[src/rtl/risc16_pkg.sv]
// Shared register-file geometry for the risc16 core and the forwarding-select type
// used by the hazard scoreboard.
package risc16;
    localparam int REG_ADDR_WIDTH = 4;
    localparam int NUM_REGS       = 1 << REG_ADDR_WIDTH;
    localparam int DEF_WB_LAT     = 3;

    // Width of a busy counter / forward select able to hold 0..wb_lat.
    function automatic int fwd_sel_width(input int wb_lat);
        return (wb_lat < 1) ? 1 : $clog2(wb_lat + 1);
    endfunction

    localparam int FWD_SEL_W = fwd_sel_width(DEF_WB_LAT);
    typedef logic [FWD_SEL_W-1:0] fwd_sel_t;
endpackage

[src/rtl/sat_counter.sv]
// Saturating up-counter with synchronous reset and clear; clear beats increment.
module sat_counter #(
    parameter int W = 16
) (
    input  logic         clk,
    input  logic         rst,
    input  logic         clr,
    input  logic         inc,
    output logic [W-1:0] count
);
    always_ff @(posedge clk) begin
        if (rst || clr)
            count <= '0;
        else if (inc && (count != '1))
            count <= count + W'(1);
    end
endmodule

[src/rtl/hazard_scoreboard.sv]
// RAW hazard scoreboard: one remaining-latency counter per register gates ID issue
// and picks a forwarding source when the producer is close enough to completion.
module hazard_scoreboard
    import risc16::*;
#(
    parameter int NUM_SRC = 2,
    parameter int WB_LAT  = 3,
    parameter int FWD_MAX = 0,
    parameter int CNT_W   = 16
) (
    input  logic                                                clk_i,
    input  logic                                                rst_i,
    input  logic                                                id_valid_i,
    input  logic [NUM_SRC-1:0][REG_ADDR_WIDTH-1:0]              id_src_reg_i,
    input  logic [NUM_SRC-1:0]                                  id_src_used_i,
    input  logic                                                id_wb_en_i,
    input  logic [REG_ADDR_WIDTH-1:0]                           id_wb_reg_i,
    input  logic                                                flush_i,
    input  logic                                                stat_clr_i,
    output logic                                                pipeline_ready_o,
    output logic [NUM_SRC-1:0][fwd_sel_width(WB_LAT)-1:0]       fwd_sel_o,
    output logic [CNT_W-1:0]                                    stall_cnt_o
);
    localparam int CW = fwd_sel_width(WB_LAT);

    logic [CW-1:0]      busy [NUM_REGS];
    logic [NUM_SRC-1:0] hazard;
    logic               issue;
    logic               stall;

    // Sources look at the counters before this cycle's update, so an instruction
    // that reads and writes the same register only waits on older producers.
    always_comb begin
        hazard    = '0;
        fwd_sel_o = '0;
        for (int i = 0; i < NUM_SRC; i++) begin
            if (id_src_used_i[i] && (id_src_reg_i[i] != '0)) begin
                if (int'(busy[id_src_reg_i[i]]) > FWD_MAX)
                    hazard[i] = 1'b1;
                else
                    fwd_sel_o[i] = busy[id_src_reg_i[i]];
            end
        end
    end

    assign pipeline_ready_o = !(id_valid_i && (|hazard));
    assign issue            = id_valid_i && pipeline_ready_o && !flush_i;
    assign stall            = id_valid_i && !pipeline_ready_o && !flush_i;

    // A flush kills the instruction issued last cycle: its counter still reads WB_LAT.
    always_ff @(posedge clk_i) begin
        if (rst_i) begin
            for (int r = 0; r < NUM_REGS; r++)
                busy[r] <= '0;
        end else begin
            busy[0] <= '0;
            for (int r = 1; r < NUM_REGS; r++) begin
                if (issue && id_wb_en_i && (id_wb_reg_i == REG_ADDR_WIDTH'(r)))
                    busy[r] <= CW'(WB_LAT);
                else if (flush_i && (busy[r] == CW'(WB_LAT)))
                    busy[r] <= '0;
                else if (busy[r] != '0)
                    busy[r] <= busy[r] - CW'(1);
            end
        end
    end

    sat_counter #(.W(CNT_W)) u_stall_cnt (
        .clk   (clk_i),
        .rst   (rst_i),
        .clr   (stat_clr_i),
        .inc   (stall),
        .count (stall_cnt_o)
    );
endmodule

[config.mk]
export PLATFORM = sky130hd
export DESIGN_NAME = hazard_scoreboard
export DESIGN_NICKNAME = d
export VERILOG_FILES = /design/src/rtl/risc16_pkg.sv /design/src/rtl/sat_counter.sv /design/src/rtl/hazard_scoreboard.sv
export SDC_FILE = /design/constraint.sdc
export NUM_CORES = 1
export LEC_CHECK = 0
export CAP_MARGIN = 10
export CORE_MARGIN = 4
export CORE_UTILIZATION = 30
export CTS_BUF_LIST = sky130_fd_sc_hd__clkbuf_4 sky130_fd_sc_hd__clkbuf_8 sky130_fd_sc_hd__clkbuf_16
export DETAILED_ROUTE_END_ITERATION = 8
export DONT_BUFFER_PORTS = 1
export PLACE_DENSITY_LB_ADDON = 0.25
export RECOVER_POWER = 50
export SLEW_MARGIN = 30
export SYNTH_ARGS = -nofsm -noshare
export SYNTH_HDL_FRONTEND = slang
export SYNTH_HIERARCHICAL = 1
export SYNTH_SLANG_ARGS = --single-unit
[constraint.sdc]
create_clock -name clk_i -period 3.7 [get_ports clk_i]
set_input_delay 0.74 -clock clk_i [delete_from_list [all_inputs] [get_ports clk_i]]
set_output_delay 0.74 -clock clk_i [all_outputs]
set_load 0.005 [all_outputs]
==> qor.yml, run 1 <==
floorplan:
  initial_core_util_pct: 30.6
  die_area_sq_um: 13500
  rows: 39
  die_w_um: 116
  io_pins: 41
  core_area_sq_um: 11400
  die_height_um: 116
setup_path:
  crit_family: "compound AO/OA/AOI/OAI gates"
  critPathKind: "reg -> out"
  critPathArrivalTime_ns: 2.28
  crit_buf_inv: 1
  crit_top_cell: "nand2_1"
  cp-end-kind: "output pin"
  slowest_stage: "a2111oi_0"
  critPathMaxFanout: 37
  startpoint_type: "flop"
  max_stage_delay_ns: 0.43
  worst_ep_required_time_ns: 2.96
  critical_path.cell_chain: "nor2_1 -> a21oi_1 -> a2111oi_0 -> a2111o_1 -> nand2_1 -> buf_4 -> nand2_1"
drt:
  ant_nets: 0
  wl_um: 8880
  wl_per_cell_um: 17.1
  vias: 2882
  drt_pass1_iterations: 4
  drtIter0Drc: 238
  drc: 0
  vias_per_cell: 5.55
layout:
  drive_gt1_share_pct: 6.12
  fillers: 1215
  final-seq-area_sq_um: 1220
  final_cells: 519
  multi_input_area_sq_um: 1990
  final_cell_mix: "inv_1, ha_1, edfxtp_1"
  layout_commonest_cell: "inv_1"
  nets: 426
  area_growth_pct: 5.94
  diodes: 0
power_and_ir_drop:
  p_seq_share_pct: 43.0
  clock_power_share_pct: 21.2
  p_per_area_nw_per_um2: 612
  p_total_w: 0.00227
  combPwrFrac_pct: 35.8
  p_int_w: 0.00139
  ir_drop_mv: 0.234
  p_sw_share_pct: 38.7
  p_switching_w: 0.000877
  leakage_nw: 1.40
job:
  maxCapViolations: 0
synthesis:
  async_flop_share_pct: 0
  syn_inst: 387
  synth_edf_count: 30
  ys_warn_count: 6
  avgSynthCellArea_sq_um: 9.04
  synth_seq_cells: 46
  ys.flop_type: "edfxtp_1"
  syn_area_sq_um: 3500
  ys_types: 57
  yosysSeqAreaShare_pct: 34.9
timing:
  slew_headroom_pct: 51.7
  finalSetupTns_ns: 0
  fin_crit_sh_pct: 81.7
  rsz0062_at_grt: "no"
  skew_ns: 0.0104
  finalCriticalPeriod_ns: 3.02
  tightest_slew_ns: 0.719
  fmax_mhz: 331
  hold_viol_final: 0
  slew_viol_final: 0
  setup_violations: 0
global_route:
  grt_pass1_wl_um: 14200
  antenna_found_initial: 0
  grtUsageTotal_pct: 13.4
  grt_pass1_vias: 2795
  gr-total-overflow: 0
  grt_max_degree: 38
clock_network:
  cts-htree-levels: 2
  postCtsResizedCells: 0
  ctsHoldBuffers: 0
  clockBufferDepth: 2
  cts_root_buf: "clkbuf_16"
  cts_tree: "done"
  post_cts_buffers: 0
  clk_pin_slew_ns: 0.08
  cts_buffers: 5
  clock_latency_ns: 0.30
  cts_sinks: 46
placed_design:
  dp.cells: 511
  portBuffers: 0
  place_congestion: 0.855
  place_hpwl_um: 6510
worst_hold_path:
  hp-class: "reg -> reg"
run_status:
  status: "completed"
==> synth_stat cells (all sizes together) (2+ instances only) <==
cell type	instances	area share, %
ha	31	11
nor2	20	2.1
dfxtp	16	9.2
o32ai	4	1.0
nand2b	12	2.1
o41ai	6	1.7
and4	4	1.0
a31oi	5	0.89
and2	6	1.1
o211ai	7	1.5
clkbuf	10	1.1
o31ai	20	4.3
edfxtp	30	26
buf	13	2.7
xor2	2	0.50
a41o	4	1.1
a21oi	27	3.9
nand3	9	1.3
nand2	15	1.6
nor3b	5	1.1
nor2b	6	1.1
mux4	2	1.3
or2	5	0.89
nor3	10	1.4
o21ai	24	3.4
o311ai	5	1.3
or4	4	0.97
inv	42	4.5
o211a	2	0.57
nand4	7	1.9
or3	9	1.6
o22ai	9	1.8
and3b	2	0.50
==> routing by layer <==
layer	vias to the layer above	GRT usage, %	wire (um)
met2	56	22.2	4250
met3	10	3.86	514
met4	0	3.71	113
met5	-	0	0
met1	1396	17.1	3990
li1	1420	-	-
==> worst reg2reg max path, cell delays in order, from the launching register on <==
cell and delay [ns]:
edfxtp_1 0.42, nor2_1 0.08, mux4_2 0.46, o21ai_0 0.22
o22ai_2 0.16, nand2_1 0.11, and3b_1 0.35, nand4_1 0.20
a211oi_1 0.42, a31oi_1 0.14, a41o_1 0.22
==> per-stage QoR <==
step                hold slack [ns]  cell area, sq um  util, %  worst slack (ns)
floorplan                     0.489              3510        -             0.528
global placement              0.516              3560     31.2             0.649
detailed placement            0.527              3560     31.2             0.603
CTS                           0.540              3710     32.5             0.705
global route                  0.574              3710     32.5             0.531
finish                        0.534              3710     32.5             0.677
==> power groups by stage <==
| stage | logic, W | clock network, W | registers [W] |
|---|---|---|---|
| finish | 0.000812 | 0.000480 | 0.000975 |
| global route | 0.000944 | 0.000522 | 0.00100 |
| CTS | 0.000815 | 0.000494 | 0.000974 |
| detailed placement | 0.000808 | 0 | 0.000986 |
| global placement | 0.000777 | 0 | 0.000986 |
| floorplan | 0.000677 | 0 | 0.000915 |
==> flip-flops by register name, indices dropped and copies added, names as in the netlist <==
signal,count
u_stall_cnt/count,16
busy,30
==> cell type report <==
| type | instances | share of cell area (%) |
|---|---|---|
| multi-input combinational | 279 | 53.7 |
| sequential | 46 | 33.0 |
| tap | 143 | 4.83 |
| inverter | 42 | 4.25 |
| clock buffer | 5 | 3.38 |
| clock inverter | 3 | 0.641 |
| timing repair buffer | 1 | 0.203 |
==> cells by family (layout without fill, tap and decap cells) <==
| family | after synthesis | after routing | synth area share [%] |
|---|---|---|---|
| AOI/OAI and AO/OA | 119 | 119 | 23.1 |
| and+or+nand+nor | 119 | 119 | 20.1 |
| buffers and inverters | 65 | 51 | 8.30 |
| DFF | 46 | 46 | 34.9 |
| adders and majority gates | 31 | 31 | 11.1 |
| xor gates and xnor gates | 3 | 3 | 0.751 |
| muxes | 3 | 3 | 1.57 |
| other | 1 | 4 | 0.107 |
==> path summary, 6_finish.rpt <==
path	start	to	slack, ns	depth (start not counted)
worst max-delay path	busy[5][0]$_SDFFCE_PN0P_	pipeline_ready_o	0.68	7
worst min-delay path	u_stall_cnt/count[1]$_SDFFE_PP0P_	u_stall_cnt/count[1]$_SDFFE_PP0P_	0.53	2
worst max register to register	busy[15][0]$_SDFFCE_PP0P_	u_stall_cnt/count[10]$_SDFFE_PP0P_	0.82	10
worst min register to register	u_stall_cnt/count[1]$_SDFFE_PP0P_	u_stall_cnt/count[1]$_SDFFE_PP0P_	0.53	2
No activity file was read; power rests on OpenSTA's default activity.
==> run 2, diff against run 1 <==
- clock period: 3.7 -> 2.6 ns (I/O delays scaled with it)
==> run 2 against run 1 <==
  * Clock skew fell by 0.00061 ns
  * Sequential cell count did not move
  * Utilization rose by 1.9 points
  * Highest routed layer unchanged
  * Critical path depth rose by 4
  * Clock power rose by 41%
  * Sequential power rose by 38%
  * Global-route usage rose by 0.35 points
  * Clock-buffer cell count did not move
==> qor.yml, run 2 (same netlist as run 1, synthesis figures left out) <==
setup_path:
  critPathKind: "reg -> reg"  # was reg -> out
  critPathMaxFanout: 5  # was 37
  cp-end-kind: "flop"  # was output pin
  r2r_setup_slack_ns: 0.09  # was 0.82 ns
  cp-endpoint: "u_stall_cnt/count[14]$_SDFFE_PP0P_"  # was pipeline_ready_o
  worstSetupStartpoint: "busy[14][0]$_SDFFCE_PP0P_"  # was busy[5][0]$_SDFFCE_PN0P_
  critical_path.cell_chain: "buf_4 -> nor3b_1 -> o21ai_1 -> a31oi_1 -> a2111o_1 -> nand2_2 -> and3b_2 -> nand4_1 -> a41o_1 -> or3_1 -> a21oi_2"  # was nor2_1 -> a21oi_1 -> a2111oi_0 -> a2111o_1 -> nand2_1 -> buf_4 -> nand2_1
  max_stage_delay_ns: 0.42  # was 0.43 ns
  crit_family: "compound AO/OA/AOI/OAI gates"  # unchanged
  r2r_end: "u_stall_cnt/count[14]$_SDFFE_PP0P_"  # was u_stall_cnt/count[10]$_SDFFE_PP0P_
  crit_buf_inv: 1  # unchanged
  startpoint_type: "flop"  # unchanged
  critPathArrivalTime_ns: 2.75  # was 2.28 ns
  slowest_stage: "a2111o_1"  # was a2111oi_0
  reg2reg_depth: 11  # was 10
  worstReg2RegStart: "busy[14][0]$_SDFFCE_PP0P_"  # was busy[15][0]$_SDFFCE_PP0P_
  cp_num_cells: 11  # was 7
  worst_ep_required_time_ns: 2.84  # was 2.96 ns
global_route:
  gr-total-overflow: 0  # unchanged
  grt-busiest-layer: "met2"  # unchanged
  grtUsageTotal_pct: 13.8  # was 13.4%
  met2_usage_pct: 23.3  # was 22.2%
  grt_pass1_vias: 2877  # was 2795
  antenna_found_initial: 0  # unchanged
  grt_pass1_wl_um: 14500  # was 14200 um
  met3_usage_pct: 4.33  # was 3.86%
  grt_max_degree: 38  # unchanged
  grt.met1_usage_pct: 16.7  # was 17.1%
drt:
  ant_nets: 0  # unchanged
  wl_um: 8940  # was 8880 um
  vias_per_cell: 5.43  # was 5.55
  drc: 0  # unchanged
  drt_pass1_iterations: 4  # unchanged
  drtIter0Drc: 156  # was 238
  vias: 2930  # was 2882
  wl_per_cell_um: 16.6  # was 17.1 um
layout:
  nets: 447  # was 426
  regMostFlops: "busy"  # unchanged
  area_growth_pct: 12.0  # was 5.94%
  drive_gt1_share_pct: 13.9  # was 6.12%
  reg_top3: "busy x30, u_stall_cnt/count x16"  # unchanged
  largest_reg_flops: 30  # unchanged
  fin_area_sq_um: 3920  # was 3710 sq um
  final_cell_mix: "inv_1, ha_1, edfxtp_1"  # unchanged
  layout_commonest_cell: "inv_1"  # unchanged
  diodes: 0  # unchanged
clock_network:
  cts-htree-levels: 2  # unchanged
  cts_sinks: 46  # unchanged
  cts_buffers: 5  # unchanged
  clk_pin_slew_ns: 0.07  # was 0.08 ns
  clockBufferDepth: 2  # unchanged
  clock_latency_ns: 0.30  # about the same
  cts_tree: "done"  # unchanged
  ctsHoldBuffers: 0  # unchanged
  cts_root_buf: "clkbuf_16"  # unchanged
timing:
  fmax_mhz: 399
  slew_viol_final: 0  # unchanged
  hold_viol_final: 0  # unchanged
  fin_crit_sh_pct: 96.5
  rsz0062_at_grt: "yes"  # was no
  slew_headroom_pct: 55.3  # was 51.7%
  setup_violations: 0  # unchanged
  tightest_slew_ns: 0.665  # was 0.719 ns
  skew_ns: 0.00984  # was 0.0104 ns
  finalCriticalPeriod_ns: 2.51
floorplan:
  die_w_um: 116  # unchanged
  die_height_um: 116  # unchanged
  rows: 39  # unchanged
  core_area_sq_um: 11400  # unchanged
  die_area_sq_um: 13500  # unchanged
  io_pins: 41  # unchanged
  initial_core_util_pct: 30.6  # unchanged
worst_hold_path:
  holdPathStages: 2  # unchanged
  hp-class: "in -> reg"  # was reg -> reg
power_and_ir_drop:
  leakage_nw: 1.52  # was 1.40 nW
  ir_drop_mv: 0.338  # was 0.234 mV
  combPwrFrac_pct: 40.7  # was 35.8%
  p_switching_w: 0.00129  # was 0.000877 W
  p_per_area_nw_per_um2: 875  # was 612 nW/um^2
  p_sw_share_pct: 37.5  # was 38.7%
  clock_power_share_pct: 19.8  # was 21.2%
  p_seq_share_pct: 39.4  # was 43.0%
  p_total_w: 0.00343  # was 0.00227 W
  p_int_w: 0.00214  # was 0.00139 W
placed_design:
  portBuffers: 0  # unchanged
  place_congestion: 0.838  # was 0.855
  place_area_sq_um: 3660  # was 3560 sq um
  place_hpwl_um: 6660  # was 6510 um
job:
  maxCapViolations: 0  # unchanged
run_status:
  status: "completed"  # unchanged
[run 2: cell types whose count changed in the layout (fill, tap and decap cells not counted), moves of 2 or more]
cell	change
o21ai_1	+2
nand2_1	-2
o21ai_0	-3
buf_4	+20
nand2_2	+2
o311ai_0	-2
[run 2: power by group through the flow]
stage	clock network [W]	logic, W	registers [W]
global route	0.000730	0.00163	0.00139
finish	0.000679	0.00140	0.00135
CTS	0.000703	0.00126	0.00138
detailed placement	0	0.00125	0.00139
floorplan	0	0.000983	0.00130
global placement	0	0.00119	0.00138
[run 2: worst min-delay path by stage]
stage	startpoint	end	slack, ns
2_1_floorplan	u_stall_cnt/count[15]$_SDFFE_PP0P_	u_stall_cnt/count[15]$_SDFFE_PP0P_	0.49
3_3_place_gp	u_stall_cnt/count[15]$_SDFFE_PP0P_	u_stall_cnt/count[15]$_SDFFE_PP0P_	0.53
3_5_place_dp	u_stall_cnt/count[15]$_SDFFE_PP0P_	u_stall_cnt/count[15]$_SDFFE_PP0P_	0.54
4_1_cts	rst_i	busy[11][1]$_SDFFCE_PP0P_	0.45
5_1_grt	rst_i	busy[10][0]$_SDFFCE_PP0P_	0.45
6_report	rst_i	u_stall_cnt/count[12]$_SDFFE_PP0P_	0.46
[run 2: per-stage QoR]
stage               util (%)  TNS (ns)  setup WS [ns]  hold WS [ns]  instances
floorplan                  -    -0.241         -0.108         0.489        390
global placement        32.1         0        0.00242         0.525        520
detailed placement      32.1   -0.0507        -0.0206         0.539        520
CTS                     33.4         0         0.0287         0.446        528
global route            34.3    -0.173        -0.0737         0.452        540
finish                  34.3         0         0.0913         0.457        540
[run 2: area by class of cell]
| type | count | area [sq um] |
|---|---|---|
| Fill cell | 1176 | 7500 |
| Multi-Input combinational cell | 279 | 2040 |
| Sequential cell | 46 | 1220 |
| Tap cell | 143 | 179 |
| Timing Repair Buffer | 22 | 178 |
| Inverter | 42 | 158 |
| Clock buffer | 5 | 125 |
| Clock inverter | 3 | 21.3 |
[run 2: per-layer routing]
layer	share of wire, %	up-vias	routed length [um]
met4	1.8	0	165
li1	-	1467	-
met3	7.1	9	633
met5	0	-	0
met2	48	70	4310
met1	43	1384	3840
[run 2: repair_timing]
item,4_1_cts,5_1_grt
resized for setup,1,7
endpoints found under the setup margin,1,20
setup buffers,0,12
pin swaps,0,4
==> run 3, diff against run 2 <==
- CORE_MARGIN: 4 -> 5
==> run 3 against run 2 <==
  * Clock skew down 0.00087 ns
  * Utilization up 0.13 points
  * Die area up 3.5%
  * Sequential share of layout area down 0.12 points
  * Sequential power about the same
  * Non-clock buffer count down 1
  * Worst setup slack better by 0.0053 ns
  * Critical path type unchanged
  * Largest power group unchanged
  * Highest routed layer unchanged
==> qor.yml, run 3 (same netlist as run 1, synthesis figures left out) <==
run_status:
  status: "completed"  # unchanged
setup_path:
  crit_family: "simple AND/OR/NAND/NOR gates"  # was compound AO/OA/AOI/OAI gates
  max_stage_delay_ns: 0.49  # was 0.42 ns
  critical_path.cell_chain: "nor3_1 -> o21ai_0 -> a31oi_1 -> a2111o_1 -> nand2_2 -> and3b_2 -> buf_4 -> nand4_4 -> or4_1 -> a21oi_1"  # was buf_4 -> nor3b_1 -> o21ai_1 -> a31oi_1 -> a2111o_1 -> nand2_2 -> and3b_2 -> nand4_1 -> a41o_1 -> or3_1 -> a21oi_2
  cp-end-kind: "flop"  # unchanged
  critPathArrivalTime_ns: 2.73  # was 2.75 ns
  slowest_stage: "or4_1"  # was a2111o_1
  crit_buf_inv: 1  # unchanged
  critPathMaxFanout: 8  # was 5
  startpoint_type: "flop"  # unchanged
  worst_ep_required_time_ns: 2.83  # was 2.84 ns
  critPathKind: "reg -> reg"  # unchanged
global_route:
  grt_pass1_wl_um: 14900  # was 14500 um
  grtUsageTotal_pct: 13.0  # was 13.8%
  grt_max_degree: 31  # was 38
  grt_pass1_vias: 2900  # was 2877
  antenna_found_initial: 0  # unchanged
  gr-total-overflow: 0  # unchanged
clock_network:
  cts_root_buf: "clkbuf_16"  # unchanged
  cts-htree-levels: 2  # unchanged
  cts_buffers: 5  # unchanged
  clockBufferDepth: 2  # unchanged
  ctsHoldBuffers: 0  # unchanged
  clk_pin_slew_ns: 0.07  # about the same
  cts_tree: "done"  # unchanged
  clock_latency_ns: 0.29  # was 0.30 ns
  cts_sinks: 46  # unchanged
timing:
  slew_viol_final: 0  # unchanged
  fin_crit_sh_pct: 96.3  # was 96.5%
  slew_headroom_pct: 52.7  # was 55.3%
  skew_ns: 0.00897  # was 0.00984 ns
  tightest_slew_ns: 0.704  # was 0.665 ns
  setup_violations: 0  # unchanged
  fmax_mhz: 399  # about the same
  rsz0062_at_grt: "yes"  # unchanged
  finalCriticalPeriod_ns: 2.50  # was 2.51 ns
  hold_viol_final: 0  # unchanged
layout:
  reg_top3: "busy x30, u_stall_cnt/count x16"  # unchanged
  layout_commonest_cell: "inv_1"  # unchanged
  final_cell_mix: "inv_1, ha_1, edfxtp_1"  # unchanged
  area_growth_pct: 12.4  # was 12.0%
  largest_reg_flops: 30  # unchanged
  drive_gt1_share_pct: 12.9  # was 13.9%
  nets: 446  # was 447
  final_cells: 539  # was 540
  diodes: 0  # unchanged
  regMostFlops: "busy"  # unchanged
  fin_util_pct: 34.5  # was 34.3%
placed_design:
  dp.cells: 524  # was 520
  portBuffers: 0  # unchanged
  place_congestion: 0.790  # was 0.838
  place_hpwl_um: 6720  # was 6660 um
floorplan:
  die_height_um: 118  # was 116 um
  die_area_sq_um: 13900  # was 13500 sq um
  core_area_sq_um: 11400  # unchanged
  rows: 39  # unchanged
  die_w_um: 118  # was 116 um
  initial_core_util_pct: 30.6  # unchanged
  io_pins: 41  # unchanged
drt:
  vias: 2972  # was 2930
  drc: 0  # unchanged
  drtIter0Drc: 107  # was 156
  vias_per_cell: 5.51  # was 5.43
  wl_per_cell_um: 16.8  # was 16.6 um
  drt_pass1_iterations: 4  # unchanged
  ant_nets: 0  # unchanged
  wl_um: 9060  # was 8940 um
power_and_ir_drop:
  p_per_area_nw_per_um2: 893  # was 875 nW/um^2
  ir_drop_mv: 0.313  # was 0.338 mV
  leakage_nw: 1.52  # about the same
job:
  maxCapViolations: 0  # unchanged
worst_hold_path:
  hp-class: "in -> reg"  # unchanged
==> run 3: what timing repair did <==
action                     CTS  global route
gates resized for setup      1             4
setup buffers                6             2
setup endpoints to repair    1            10
pin swaps                    2             0
==> run 3: where the power goes <==
| group | total (W) | switching [W] | internal (W) |
|---|---|---|---|
| registers | 0.00135 | 0.000236 | 0.00112 |
| logic | 0.00136 | 0.000726 | 0.000635 |
| clock network | 0.000795 | 0.000295 | 0.000500 |
| total | 0.00351 | 0.00126 | 0.00225 |
==> run 3: area by class of cell <==
class,instances,area [sq um]
Inverter,42,158
Sequential cell,46,1220
Tap cell,143,179
Multi-Input combinational cell,279,2030
Timing Repair Buffer,21,161
Fill cell,1187,7480
Clock buffer,8,189
==> run 3: per-stage QoR <==
step | power (W) | TNS [ns] | worst slack [ns] | hold WS [ns] | cell area, sq um
floorplan | 0.00229 | -0.241 | -0.108 | 0.489 | 3540
global placement | 0.00259 | 0 | 0.0341 | 0.526 | 3680
detailed placement | 0.00264 | 0 | 0.0227 | 0.534 | 3680
CTS | 0.00350 | 0 | 0.0480 | 0.455 | 3910
global route | 0.00379 | -0.277 | -0.0381 | 0.457 | 3930
finish | 0.00351 | 0 | 0.0966 | 0.461 | 3930
==> run 3: worst register-to-register path: cells and delay by family (launching register included) <==
family	cells	cell delay [ns]
buffers and inverters	1	0.14
and+or+nand+nor	5	1.01
DFF	1	0.43
AOI/OAI and AO/OA	4	0.88
==> run 3: final timing paths <==
kind / startpoint / slack (ns) / cells past startpoint / to
hold reg to reg: u_stall_cnt/count[15]$_SDFFE_PP0P_ / 0.54 / 2 / u_stall_cnt/count[15]$_SDFFE_PP0P_
hold / removal: rst_i / 0.46 / 2 / u_stall_cnt/count[12]$_SDFFE_PP0P_
setup reg to reg: busy[10][0]$_SDFFCE_PP0P_ / 0.1 / 10 / u_stall_cnt/count[15]$_SDFFE_PP0P_
setup / recovery: busy[10][0]$_SDFFCE_PP0P_ / 0.1 / 10 / u_stall_cnt/count[15]$_SDFFE_PP0P_
==> run 3: routing by layer <==
metal  up-vias  track usage [%]  wire [um]
li1       1457                -          -
met1      1428             15.9       4000
met2        77             22.3       4410
met3        10             3.46        510
met4         0             3.66        142
met5         -                0          0
